[src/rtl/led_pulse_stretch.sv]
// Per-channel LED pulse stretcher. N channels share one free-running hold-tick prescaler.
// Optional macro STRETCH_EDGE_EN: a channel triggers only on a rising edge of pulse, not on every high cycle.
module led_pulse_stretch #(
   parameter int unsigned N          = 4,
   parameter int unsigned PRESCALE   = 50000,
   parameter int unsigned HOLD_TICKS = 3
) (
   input  logic         Clk,
   input  logic         Reset,
   input  logic [N-1:0] pulse,
   output logic [N-1:0] led,
   output logic         busy
);

   localparam int unsigned PW = (PRESCALE > 1) ? $clog2(PRESCALE) : 1;
   localparam int unsigned CW = $clog2(HOLD_TICKS + 1);
   localparam logic [PW-1:0] PRE_MAX  = PW'(PRESCALE - 1);
   localparam logic [CW-1:0] CNT_LOAD = CW'(HOLD_TICKS);

   generate
      if (N < 1 || N > 32 || PRESCALE < 1 || HOLD_TICKS < 1) begin : g_bad_param
         $error("led_pulse_stretch: illegal parameter value");
      end
   endgenerate

   logic [PW-1:0] pre;
   logic          tick;
   logic [N-1:0]  trigger;
   logic [CW-1:0] cnt     [N];
   logic [CW-1:0] cnt_nxt [N];
   logic [N-1:0]  led_nxt;

   always_comb tick = (pre == PRE_MAX);

`ifdef STRETCH_EDGE_EN
   logic [N-1:0] pulse_q;

   always_ff @(posedge Clk) begin
      if (Reset) pulse_q <= '0;
      else       pulse_q <= pulse;
   end

   assign trigger = pulse & ~pulse_q;
`else
   assign trigger = pulse;
`endif

   // A trigger reload takes priority over a same-cycle tick decrement.
   always_comb begin
      led_nxt = '0;
      for (int i = 0; i < int'(N); i++) begin
         cnt_nxt[i] = cnt[i];
         if (trigger[i])
            cnt_nxt[i] = CNT_LOAD;
         else if (tick && cnt[i] != '0)
            cnt_nxt[i] = cnt[i] - CW'(1);
         led_nxt[i] = (cnt_nxt[i] != '0);
      end
   end

   // led/busy are registered alongside cnt so they always equal (cnt != 0).
   always_ff @(posedge Clk) begin
      if (Reset) begin
         pre  <= '0;
         led  <= '0;
         busy <= 1'b0;
         for (int i = 0; i < int'(N); i++) cnt[i] <= '0;
      end else begin
         pre  <= tick ? '0 : pre + PW'(1);
         led  <= led_nxt;
         busy <= |led_nxt;
         for (int i = 0; i < int'(N); i++) cnt[i] <= cnt_nxt[i];
      end
   end

endmodule

[config.mk]
export PLATFORM = sky130hd
export DESIGN_NAME = led_pulse_stretch
export DESIGN_NICKNAME = d
export VERILOG_FILES = /design/src/rtl/led_pulse_stretch.sv
export SDC_FILE = /design/constraint.sdc
export NUM_CORES = 1
export LEC_CHECK = 0
export CAP_MARGIN = 20
export CORE_MARGIN = 10
export CORE_UTILIZATION = 45
export CTS_CLUSTER_SIZE = 40
export DETAILED_ROUTE_END_ITERATION = 12
export GPL_ROUTABILITY_DRIVEN = 0
export MAX_ROUTING_LAYER = met4
export RECOVER_POWER = 25
export SLEW_MARGIN = 20
export SYNTH_ARGS = -nofsm -noshare
export SYNTH_HDL_FRONTEND = slang
export SYNTH_SLANG_ARGS = --single-unit
[constraint.sdc]
create_clock -name Clk -period 2.33 [get_ports Clk]
set_clock_uncertainty 0.2 [all_clocks]
set_input_delay 0.466 -clock Clk [delete_from_list [all_inputs] [get_ports Clk]]
set_output_delay 0.466 -clock Clk [all_outputs]
set_load 0.01 [all_outputs]
# [Word-level counts from Yosys, hierarchy flattened]
# Memories as Yosys holds them, arrays and structs flattened.
# Index checks and enable logic that the tools add are counted.
[word_totals] ff_bits=21 mem_bits_rw=8 inputBits=6 output_inout_bits=5 word_cells=43 mem_count=1
[memory_table] name="cnt" words=4 width=2 rd=4 rd_clocked_by_memory_dff=0 wr=4 line_no="29" rtl="logic [CW-1:0] cnt [N];"
[op_classes] n_addsub=5 n_eq_ne=1 mux=15 bitwise_logic=4 n_reduce_logical=14
[ops] cell="2-bit two-way mux" n=12
[ops] cell="16-bit by 1-bit adder with 16-bit output, second input constant" n=1
[ops] cell="16-bit equality test, second input constant" n=1
[ops] cell="2-bit nonzero test" n=8
[ops] cell="2-bit by 1-bit subtractor with 2-bit output, second input constant" n=4
[ops] cell="1-bit logical AND" n=4
[ops] cell="1-bit bitwise OR" n=4
[ops] cell="4-bit OR reduction" n=1
[ops] cell="1-bit two-way mux" n=3
[ops] cell="2-bit OR reduction" n=1

# [Longest topological paths before layout]
[depth] depth_word=6 mapped_depth=6 mapped_depth_nobuf=6

# [Worst setup path after synthesis]
# No wires, ideal clock.
[synth_timing] path_type="reg2reg" start="register pre[7]" end="memory cnt[1][1] in the netlist's numbering" setup_time_ns=0.071 t_arrival_ns=1.723 required_ns=2.059 slack_ns=0.337 path_stages_with_launch=5 path_buffers=0 period_less_slack_ns=1.993 cell_sequence="dfxtp_1 > or4b_4 > nor4_4 > mux2_2 > a21oi_1"
[synth_lines] item="from (decl)" line_no="26" rtl="logic [PW-1:0] pre;"
[synth_lines] item="from (signal assigned)" line_no="69" rtl="pre <= tick ? '0 : pre + PW'(1);"
[synth_lines] item="to (decl)" line_no="29"

# [Worst setup path after layout]
[layout_timing] start="register pre[7]" end="register busy"
[layout_via] elab_chain_len=6 elab_cells_between_ends=18 classes_between="eq/ne: 1; mux: 8; reduce/logical: 9"
[layout_lines] item="16-bit equality test (*)" line_no="33" rtl="always_comb tick = (pre == PRE_MAX);"
[layout_lines] item="1-bit logical AND" line_no="55" rtl="else if (tick && cnt[i] != '0)"
[layout_lines] item="2-bit two-way mux" line_no="55"
[layout_lines] item="2-bit two-way mux" line_no="53" rtl="if (trigger[i])"
[layout_lines] item="2-bit nonzero test" line_no="57" rtl="led_nxt[i] = (cnt_nxt[i] != '0);"
[layout_lines] item="4-bit OR reduction (*)" line_no="71" rtl="busy <= |led_nxt;"
[layout_lines] item="to (signal assigned)" line_no="71"
[layout_lines] item="to (decl)" line_no="12" rtl="output logic busy"
# Mark *: on every way between the ends. The rest lies on a longest branch, timed or not.
# A chain may end at the register's enable or synchronous reset.

==> flow_summary.ini <==
[timing]
setup_ws_ns = 0.1790
slew_viol_final = 0
timing.fmax_mhz = 464.9
finalHoldViolations = 0
rsz0062_at_grt = false
finalCriticalPeriod_ns = 2.151
tightest_slew_ns = 0.3317
post-route-period-util = 0.9232
max-slew-margin-rel = 0.7772
finalSetupTns_ns = 0
setup_viol = 0

[run_status]
status = finished, final reports clean

[clocking]
htreeDepth = 2
clockRootBuffer = clkbuf_4
cts_buffer_depth = 2
clock_latency_ns = 0.33
cts_buffers = 5
clkTransAtPathRegs_ns = 0.09
cts_resized = 0
post_cts_buffers = 0
hold_buffers = 0
numClockSinks = 29
tritoncts = done

[worst_setup_path]
cp.arrival_ns = 2.14
path_cells = or4b_4, nor4_4, mux2i_1, a41oi_2
required_ns = 2.32
critical-path-max-stage-delay_ns = 0.64
worstSetupEndpointType = flop
r2r_slack_ns = 0.18
worstReg2RegEnd = busy
worstReg2RegStart = pre[7]
critical_path_class = flop to flop
cp_max_fo = 5
cp_slowest_cell = or4b_4
reg2regPathDepth = 4
cp-start-kind = flop

[route]
ant_nets = 0
routed_via_density = 5.074
drc = 0
wl_per_cell_um = 12.59
routed_wl_mm = 2.706
drt-initial-drc-count = 52
vias = 1091
first_pass_iters = 4

[synthesis]
synth_top_cell_by_area = dfxtp_1
ys.flop_type = dfxtp_1
synth-edff-count = 0
synthTopCellsByArea = dfxtp_1 (39%), xnor2_1 (7.1%), nor4_4 (5.8%)
avgSynthCellArea_um2 = 9.625
yosys_warnings = 0
ys_ff_latch = 29
synth_cells = 153
synthArstFlopShare = 0
synthDistinctLibCells = 27
syn_area_um2 = 1473
syn_nets = 164
ys_seq_area_frac = 0.3942
netlist.area_leader.share = 0.3942

[cells_and_area]
nFillCells = 319
final_common_cell = dfxtp_1
drive_gt1_frac = 0.1462
post-route-util = 0.5484
fin_nets = 182
final_cell_mix = dfxtp_1 (29), inv_1 (17), nor2_1 (17), nand3_1 (13)
area.growth.synth_to_final_pct = 15.55
num_antenna_cells = 0

[floorplan]
num_io_pins = 11
rows = 20
die_w_um = 77.21
coreArea_um2 = 3103
start_util = 0.4746
die_area_um2 = 5961
die_y_um = 77.21

[min_path]
hold_path.class = flop to flop
min_delay_path_depth = 1
min_to = pre[0]
hold_start = pre[0]

[pwr]
p_leak_nw = 0.6429
p_sw_w = 0.0002271
sw_frac_of_total = 0.2435
clkPwrFrac = 0.333
pwr-share-seq = 0.563
p_comb_frac = 0.104
power_density_nw_per_um2 = 548.0
ir_worst_vdd_mv = 0.3756
internal_power_w = 0.0007054

[grt]
grt_pass1_wl_mm = 4.671
gr-total-overflow = 0
grt_max_degree = 16
grt_pass1_vias = 1008
grt.total_usage = 0.09770
antenna_found_initial = 0

[placement]
dp_slack_ns = 0.1874
io_buffers = 10
dp_hpwl_mm = 2.067

[flow_run]
maxCapViolations = 0
-- state kept, by name, summed over array words and instances (netlist names) --
| signal | count |
|---|---|
| led | 4 |
| cnt | 8 |
| busy | 1 |
| pre | 16 |
-- worst max-delay path by stage --
stage / slack [ns] / cells past startpoint / endpoint / from
after floorplan: 0.34 / 4 / cnt[1][1] / pre[7]
after global placement: 0.21 / 4 / busy / pre[7]
after detailed placement: 0.19 / 4 / busy / pre[7]
after CTS: 0.17 / 4 / busy / pre[7]
after global routing: 0.06 / 4 / busy / pre[6]
final: 0.18 / 4 / busy / pre[7]
-- synth_stat cells, drive strengths merged (3+ instances only) --
master / n
dfxtp: 29
mux2i: 4
ha: 5
o21ai: 4
or3: 4
xnor2: 12
mux2: 4
clkbuf: 3
nor4: 7
nand3: 13
nand4b: 4
nand2: 4
inv: 17
nor2: 17
a21oi: 12
-- per-layer routing --
| metal | GRT usage | part of all wire | up-vias |
|---|---|---|---|
| li1 | - | - | 566 |
| met1 | 0.1220 | 0.50 | 507 |
| met2 | 0.1355 | 0.45 | 12 |
| met3 | 0.03846 | 0.034 | 6 |
| met4 | 0.04197 | 0.016 | 0 |
| met5 | - | 0 | - |
-- power groups by stage --
stage | clock [W] | combinational, W | sequential, W
floorplan | 0 | 0.0000600 | 0.000538
global placement | 0 | 0.0000978 | 0.000536
detailed placement | 0 | 0.000101 | 0.000537
CTS | 0.000317 | 0.000101 | 0.000526
global route | 0.000349 | 0.000111 | 0.000528
finish | 0.000311 | 0.0000966 | 0.000525
-- stage by stage --
stage / hold WS (ns) / power (W) / cells / cell area (µm²)
floorplan: 0.2175 / 0.0005983 / 153 / 1473
global placement: 0.2313 / 0.0006336 / 208 / 1649
detailed placement: 0.2393 / 0.0006380 / 208 / 1649
CTS: 0.2596 / 0.0009442 / 215 / 1704
global route: 0.3069 / 0.0009881 / 215 / 1702
finish: 0.2567 / 0.0009324 / 215 / 1702
-- critical path: cells and delay by family, from the launching register on --
kind	cells	cell delay, ns
multiplexers	1	0.34
AND/OR/NAND/NOR	2	0.99
flip-flops	1	0.34
AO/OA/AOI/OAI	1	0.14
-- logic make-up (layout without fill, tap and decap cells) --
logic type                 count (synthesis)  count (layout)  share of synthesized area
buffers and inverters                     22              40                    0.05947
adders and majority gates                  5               5                    0.04248
xor gates and xnor gates                  14              14                    0.08326
muxes                                      8               8                    0.05777
and+or+nand+nor                           57              57                     0.2787
DFF                                       29              29                     0.3942
AOI/OAI and AO/OA                         18              18                    0.08412
-- final cells by class --
type / count / area [µm²] / area share
clock buffer: 7 / 55.05 / 0.03235
tap: 44 / 55.05 / 0.03235
inverter: 17 / 63.81 / 0.03750
sequential: 29 / 580.6 / 0.3412
multi-input combinational: 102 / 804.5 / 0.4728
timing repair buffer: 16 / 142.6 / 0.08382
(Power assumes the default switching activity.)
